`config.mk`:
```
export PLATFORM = sky130hd
export DESIGN_NAME = mem_arbiter_rr
export DESIGN_NICKNAME = d
export VERILOG_FILES = /design/src/rtl/mem_arbiter_rr.sv
export SDC_FILE = /design/constraint.sdc
export NUM_CORES = 1
export LEC_CHECK = 0
export CAP_MARGIN = 20
export CORE_AREA = 2 2 545 547
export DETAILED_ROUTE_END_ITERATION = 10
export DIE_AREA = 0 0 547 549
export SLEW_MARGIN = 20
export SYNTH_ARGS = -nofsm -noshare
export SYNTH_HDL_FRONTEND = slang
export SYNTH_SLANG_ARGS = --single-unit
export TNS_END_PERCENT = 30
```
`constraint.sdc`:
```
create_clock -name clk -period 2.05 [get_ports clk]
set_input_delay 0.5125 -clock clk [delete_from_list [all_inputs] [get_ports clk]]
set_output_delay 0.5125 -clock clk [all_outputs]
set_load 0.05 [all_outputs]
```
`src/rtl/mem_arbiter_rr.sv`:
```
// -----------------------------------------------------------------------------
// mem_arbiter_rr
//   N-channel cacheline memory arbiter. Sits between NUM_CH cache pmem ports
//   and a single cacheline adaptor, granting one whole-line read or write at a
//   time in round-robin (RR_MODE=1) or fixed lowest-index-first (RR_MODE=0)
//   order. The winner's operation, address and write line are latched for the
//   whole transaction, so requester inputs are ignored once a grant is made.
//
// Ports
//   clk          in   1              rising-edge clock
//   reset_n      in   1              asynchronous active-low reset
//   ch_read      in   NUM_CH         per-channel line-read request (level)
//   ch_write     in   NUM_CH         per-channel line-write request (level)
//   ch_address   in   NUM_CH*ADDR_W  per-channel line address
//   ch_wdata     in   NUM_CH*LINE_W  per-channel write line
//   ch_rdata     out  LINE_W         returned read line (valid with ch_resp)
//   ch_resp      out  NUM_CH         one-hot, one-cycle completion
//   mem_read     out  1              read request to adaptor
//   mem_write    out  1              write request to adaptor
//   mem_address  out  ADDR_W         latched address of the granted request
//   mem_wdata    out  LINE_W         latched write line of the granted request
//   mem_rdata    in   LINE_W         line from adaptor, valid with mem_resp
//   mem_resp     in   1              adaptor completion pulse
//   gnt_id       out  CH_W           current / last granted channel
//   busy         out  1              transaction in flight (BUSY or DONE)
// -----------------------------------------------------------------------------
module mem_arbiter_rr #(
    parameter int NUM_CH  = 2,
    parameter int ADDR_W  = 32,
    parameter int LINE_W  = 256,
    parameter int RR_MODE = 1,
    localparam int CH_W   = $clog2(NUM_CH)
) (
    input  logic                       clk,
    input  logic                       reset_n,
    input  logic [NUM_CH-1:0]          ch_read,
    input  logic [NUM_CH-1:0]          ch_write,
    input  logic [NUM_CH*ADDR_W-1:0]   ch_address,
    input  logic [NUM_CH*LINE_W-1:0]   ch_wdata,
    output logic [LINE_W-1:0]          ch_rdata,
    output logic [NUM_CH-1:0]          ch_resp,
    output logic                       mem_read,
    output logic                       mem_write,
    output logic [ADDR_W-1:0]          mem_address,
    output logic [LINE_W-1:0]          mem_wdata,
    input  logic [LINE_W-1:0]          mem_rdata,
    input  logic                       mem_resp,
    output logic [CH_W-1:0]            gnt_id,
    output logic                       busy
);

    typedef enum logic [1:0] {
        S_IDLE = 2'd0,
        S_BUSY = 2'd1,
        S_DONE = 2'd2
    } state_e;

    state_e              state_q, state_d;
    logic [CH_W-1:0]     gnt_q, gnt_d;
    logic [CH_W-1:0]     rr_ptr_q, rr_ptr_d;
    logic                op_wr_q, op_wr_d;
    logic [ADDR_W-1:0]   addr_q, addr_d;
    logic [LINE_W-1:0]   wdata_q, wdata_d;
    logic [LINE_W-1:0]   rdata_q, rdata_d;

    logic [NUM_CH-1:0]   req_s;
    logic [CH_W-1:0]     win_s;

    // Round-robin pick: lowest requester at or above ptr; if none, wrap to the
    // lowest requester overall. Descending scans leave the lowest hit last.
    function automatic logic [CH_W-1:0] pick_rr(input logic [NUM_CH-1:0] req,
                                                 input logic [CH_W-1:0]   ptr);
        logic [CH_W-1:0] hi_win;
        logic [CH_W-1:0] lo_win;
        logic            hi_found;
        hi_win   = '0;
        lo_win   = '0;
        hi_found = 1'b0;
        for (int c = NUM_CH - 1; c >= 0; c--) begin
            if (req[c]) begin
                lo_win = CH_W'(c);
                if (c >= int'(ptr)) begin
                    hi_win   = CH_W'(c);
                    hi_found = 1'b1;
                end else begin
                    hi_win   = hi_win;
                end
            end else begin
                lo_win = lo_win;
            end
        end
        return hi_found ? hi_win : lo_win;
    endfunction

    // Fixed priority pick: lowest requesting index wins.
    function automatic logic [CH_W-1:0] pick_fixed(input logic [NUM_CH-1:0] req);
        logic [CH_W-1:0] win;
        win = '0;
        for (int c = NUM_CH - 1; c >= 0; c--) begin
            if (req[c]) begin
                win = CH_W'(c);
            end else begin
                win = win;
            end
        end
        return win;
    endfunction

    // Request vector and winner selection for the IDLE cycle.
    always_comb begin
        req_s = ch_read | ch_write;
        if (RR_MODE != 0) begin
            win_s = pick_rr(req_s, rr_ptr_q);
        end else begin
            win_s = pick_fixed(req_s);
        end
    end

    // Next-state logic: grant in IDLE, wait for the adaptor in BUSY, respond in DONE.
    always_comb begin
        state_d  = state_q;
        gnt_d    = gnt_q;
        rr_ptr_d = rr_ptr_q;
        op_wr_d  = op_wr_q;
        addr_d   = addr_q;
        wdata_d  = wdata_q;
        rdata_d  = rdata_q;
        case (state_q)
            S_IDLE: begin
                if (|req_s) begin
                    state_d = S_BUSY;
                    gnt_d   = win_s;
                    // Read+write on one channel is resolved as a write.
                    op_wr_d = ch_write[win_s];
                    addr_d  = ch_address[win_s*ADDR_W +: ADDR_W];
                    wdata_d = ch_wdata[win_s*LINE_W +: LINE_W];
                    if (RR_MODE != 0) begin
                        rr_ptr_d = (win_s == CH_W'(NUM_CH - 1)) ? '0 : win_s + CH_W'(1);
                    end else begin
                        rr_ptr_d = '0;
                    end
                end else begin
                    state_d = S_IDLE;
                end
            end
            S_BUSY: begin
                if (mem_resp) begin
                    rdata_d = mem_rdata;
                    state_d = S_DONE;
                end else begin
                    state_d = S_BUSY;
                end
            end
            S_DONE: begin
                state_d = S_IDLE;
            end
            default: begin
                state_d = S_IDLE;
            end
        endcase
    end

    // State and transaction registers with asynchronous reset.
    always_ff @(posedge clk or negedge reset_n) begin
        if (!reset_n) begin
            state_q  <= S_IDLE;
            gnt_q    <= '0;
            rr_ptr_q <= '0;
            op_wr_q  <= 1'b0;
            addr_q   <= '0;
            wdata_q  <= '0;
            rdata_q  <= '0;
        end else begin
            state_q  <= state_d;
            gnt_q    <= gnt_d;
            rr_ptr_q <= rr_ptr_d;
            op_wr_q  <= op_wr_d;
            addr_q   <= addr_d;
            wdata_q  <= wdata_d;
            rdata_q  <= rdata_d;
        end
    end

    // Output decode from registered state only; nothing flows from ch_* to mem_*.
    always_comb begin
        ch_resp = '0;
        if (state_q == S_DONE) begin
            ch_resp[gnt_q] = 1'b1;
        end else begin
            ch_resp = '0;
        end
        mem_read    = (state_q == S_BUSY) & ~op_wr_q;
        mem_write   = (state_q == S_BUSY) &  op_wr_q;
        mem_address = addr_q;
        mem_wdata   = wdata_q;
        ch_rdata    = rdata_q;
        gnt_id      = gnt_q;
        busy        = (state_q != S_IDLE);
    end

endmodule

```
==> results of run 1 <==
==> registers in the layout, indices dropped and copies added, names as in the netlist <==
register	count
mem_wdata	256
state_q	2
gnt_id	1
op_wr_q	1
mem_address	32
ch_rdata	256
rr_ptr_q	1
==> worst paths after layout <==
check / end / slack [ns] / startpoint
min in group asynchronous: mem_wdata[168]$_DFFE_PN0P_ / 0.44 / reset_n
max in group asynchronous: ch_rdata[74]$_DFFE_PN0P_ / 0.84 / reset_n
hold reg to reg: ch_rdata[101]$_DFFE_PN0P_ / 0.50 / ch_rdata[101]$_DFFE_PN0P_
hold / removal: mem_address[23]$_DFFE_PN0P_ / 0.30 / ch_address[23]
setup / recovery: mem_read / -0.21 / state_q[1]$_DFF_PN0_
setup reg to reg: mem_wdata[204]$_DFFE_PN0P_ / 0.06 / state_q[1]$_DFF_PN0_
==> power groups by stage <==
stage	Clock, mW	Combinational, mW	Sequential (mW)
2_1_floorplan	0	10.8	38.6
3_3_place_gp	0	57.1	21.1
3_5_place_dp	0	57.4	21.2
4_1_cts	14.4	57.0	21.2
5_1_grt	14.7	59.0	21.8
6_report	14.0	55.9	21.2
==> metrics by stage <==
| stage | setup TNS (ns) | power [mW] | setup WS [ns] | hold WS, ns | util (%) |
|---|---|---|---|---|---|
| after floorplan | 0 | 49.4 | 0.219 | 0.217 | - |
| after global placement | -291.18 | 78.2 | -0.805 | 0.487 | 14.9 |
| after detailed placement | -290.23 | 78.6 | -0.885 | 0.495 | 14.9 |
| after CTS | -1.83 | 92.6 | -0.333 | 0.227 | 15.8 |
| after global routing | -1.42 | 95.5 | -0.315 | 0.269 | 15.7 |
| final | -0.855 | 91.0 | -0.210 | 0.300 | 15.8 |
==> layer usage <==
layer | global-route usage [%] | share of wire [%] | up-vias
met1 | 15.1 | 35 | 13000
li1 | - | - | 11200
met2 | 22.1 | 43 | 1812
met5 | 0 | 0.17 | -
met4 | 5.38 | 4.6 | 56
met3 | 9.97 | 16 | 469
==> repair_timing <==
| action | CTS | global route |
|---|---|---|
| endpoints found under the hold margin | 13 | 0 |
| resized for setup | 361 | 40 |
| endpoints found under the setup margin | 108 | 77 |
| pin swaps | 1 | 2 |
| hold buffers | 1 | 0 |
==> layout by cell type (no fill, tap or decap), types with 4 or more instances in the layout <==
master,n
clkbuf_16,77
buf_6,7
a31oi_1,288
buf_2,64
clkinv_2,9
clkdlybuf4s50_1,835
mux2_2,257
dfrtp_2,16
buf_12,145
clkdlybuf4s15_2,16
a21oi_1,291
clkbuf_8,19
bufinv_16,6
nor2_4,4
buf_4,536
diode_2,32
nand3_1,288
clkbuf_1,10
o21ai_0,289
dfrtp_1,533
==> final cells by class <==
| class | instances | area, µm² |
|---|---|---|
| timing repair buffer | 1607 | 15900 |
| multi-input combinational | 1434 | 9240 |
| antenna | 32 | 80.1 |
| tap | 3939 | 4930 |
| fill | 32900 | 249000 |
| inverter | 1 | 3.75 |
| clock inverter | 23 | 327 |
| sequential | 549 | 13800 |
| clock buffer | 106 | 2230 |
==> logic make-up (layout without fill, tap and decap cells) <==
kind of cell    after synthesis  after routing
compound gates              872            872
buf+inv                     253           1737
simple gates                305            305
mux                         257            257
other cells                   0             32
flops                       549            549
==> critical path: cells and delay by family (launching register included) <==
kind | cells | cell delay (ns)
and+or+nand+nor | 2 | 0.26
DFF | 1 | 0.39
buffers and inverters | 2 | 0.30
==> flow_metrics.py, run 1 <==
metrics = {
    "outcome": {
        "status": "finished with violations",
        "violations": "setup timing",
    },
    "clock_network": {
        "clock_latency_ns": 0.77,
        "cts.path.max_buffers": 4,
        "cts_made_buffers": 76,
        "cts_max_level": 3,
        "cts.sinks": 549,
        "cts_setup_buffers": 0,
        "clkTransAtPathRegs_ns": 0.06,
        "cts_tree": "yes",
        "clock-root-buffer": "clkbuf_16",
    },
    "floorplanning": {
        "die_w_um": 547,
        "num_io_pins": 1389,
        "core_area_um2": 295000,
        "die-area_um2": 300000,
        "rows": 200,
        "die_y_um": 549,
        "start_util_pct": 8.11,
    },
    "yosys": {
        "synth_edf_count": 0,
        "synth_area_per_cell_um2": 10.7,
        "yosysMostFrequentCell": "dfrtp_1",
        "synth_top_cell_by_area": "dfrtp_1",
        "synth_flop_cell": "dfrtp_1",
        "synthAdderAreaFrac_pct": 0,
        "synth_cell_types": 25,
        "syn-cell-area_um2": 23900,
        "ys_seq_area_share_pct": 57.4,
        "syn_inst": 2236,
        "ys_ff_latch": 549,
        "synthMuxAreaShare_pct": 12.1,
        "yosys.area_share.xor_xnor_pct": 0,
        "ys_async_sr_fraction_pct": 100,
        "yosys_warnings": 0,
        "synth_common_cells": "dfrtp_1, a21oi_1, o21ai_0",
        "synth_area_leaders": "dfrtp_1, mux2_2, a31oi_1",
        "synthesis.nets": 3075,
        "synth_top_family_by_area": "compound AO/OA/AOI/OAI gates",
        "synth.top_cell.area_share_pct": 57.4,
        "synth_compound_area_share_pct": 19.8,
        "yosys.area_share.simple_pct": 6.43,
    },
    "cells_and_area": {
        "instances_no_fill": 7691,
        "final_nets": 4508,
        "areaGrowthSynthToFinish_pct": 94.2,
        "final_cell_area_um2": 46500,
        "layout-drive-gt1-share_pct": 31.6,
    },
    "global_route": {
        "grt_antenna_before_repair": 175,
        "grt_pass1_wl_um": 282000,
        "grt_max_degree": 58,
        "grt.overflow.total": 0,
        "grt_pass1_vias": 26800,
        "grtUsageTotal_pct": 14.3,
    },
    "routing": {
        "final_antenna_net_count": 0,
        "wirelength_um": 224000,
        "drc": 0,
        "routedWlPerCell_um": 29.2,
        "via_count": 26600,
        "first_pass_iters": 5,
        "vias_per_cell": 3.46,
        "drt_iter0_drc": 2067,
    },
    "setup_path": {
        "crit_chain": "buf_6 -> nand2b_4 -> nor2_4 -> buf_12",
        "worst_r2r_path_depth": 6,
        "cp-end-kind": "primary output",
        "slowest_stage": "dfrtp_1",
        "cp.arrival_ns": 1.75,
        "worstPathMaxFanout": 4,
        "crit_type": "reg2out",
        "cp_data_required_time_ns": 1.54,
        "cp_slowest_stage_delay_ns": 0.39,
        "critPathLaunchType": "flop",
    },
    "sta": {
        "hold_viol": 0,
        "slew_viol_final": 0,
        "min_period_ns": 2.26,
        "finClkSkew_ns": 0.0493,
        "setup_violations": 6,
        "fin_ws_ns": -0.210,
        "layout_worst_path_cycle_share_pct": 110,
        "slew_headroom_pct": 48.9,
        "worstMarginPinSlew_ns": 0.767,
        "fmax_mhz": 443,
        "rsz0062_at_grt": "true",
    },
    "pwr": {
        "power_density_nw_per_um2": 1960,
        "leakage_nw": 17.9,
        "vdd_drop_max_uv": 1120,
        "p_sw_mw": 48.8,
        "power_frac_comb_pct": 61.4,
        "p_int_mw": 42.3,
        "clkPwrFrac_pct": 15.3,
        "swShare_pct": 53.6,
        "p_seq_share_pct": 23.2,
    },
    "place": {
        "placed_area_um2": 44100,
        "placedCellCount": 7529,
        "place.detailed.hpwl_um": 194000,
        "finalWeightedCongestion": 1.01,
        "port_buffers": 1388,
    },
    "flow_run": {
        "drv_cap": 0,
    },
    "worst_hold_path": {
        "hold_depth": 3,
        "min_path_type": "in2reg",
    },
}
(Power assumes the default switching activity.)
==> run 2, diff against run 1 <==
--- a/config.mk
+++ b/config.mk
@@ -9,7 +9,7 @@
 export CORE_AREA = 2 2 545 547
 export DETAILED_ROUTE_END_ITERATION = 10
 export DIE_AREA = 0 0 547 549
-export SLEW_MARGIN = 20
+export SLEW_MARGIN = 10
 export SYNTH_ARGS = -nofsm -noshare
 export SYNTH_HDL_FRONTEND = slang
 export SYNTH_SLANG_ARGS = --single-unit
==> results of run 2 <==
Final layout, timing and power as in run 1 (identical DEF).
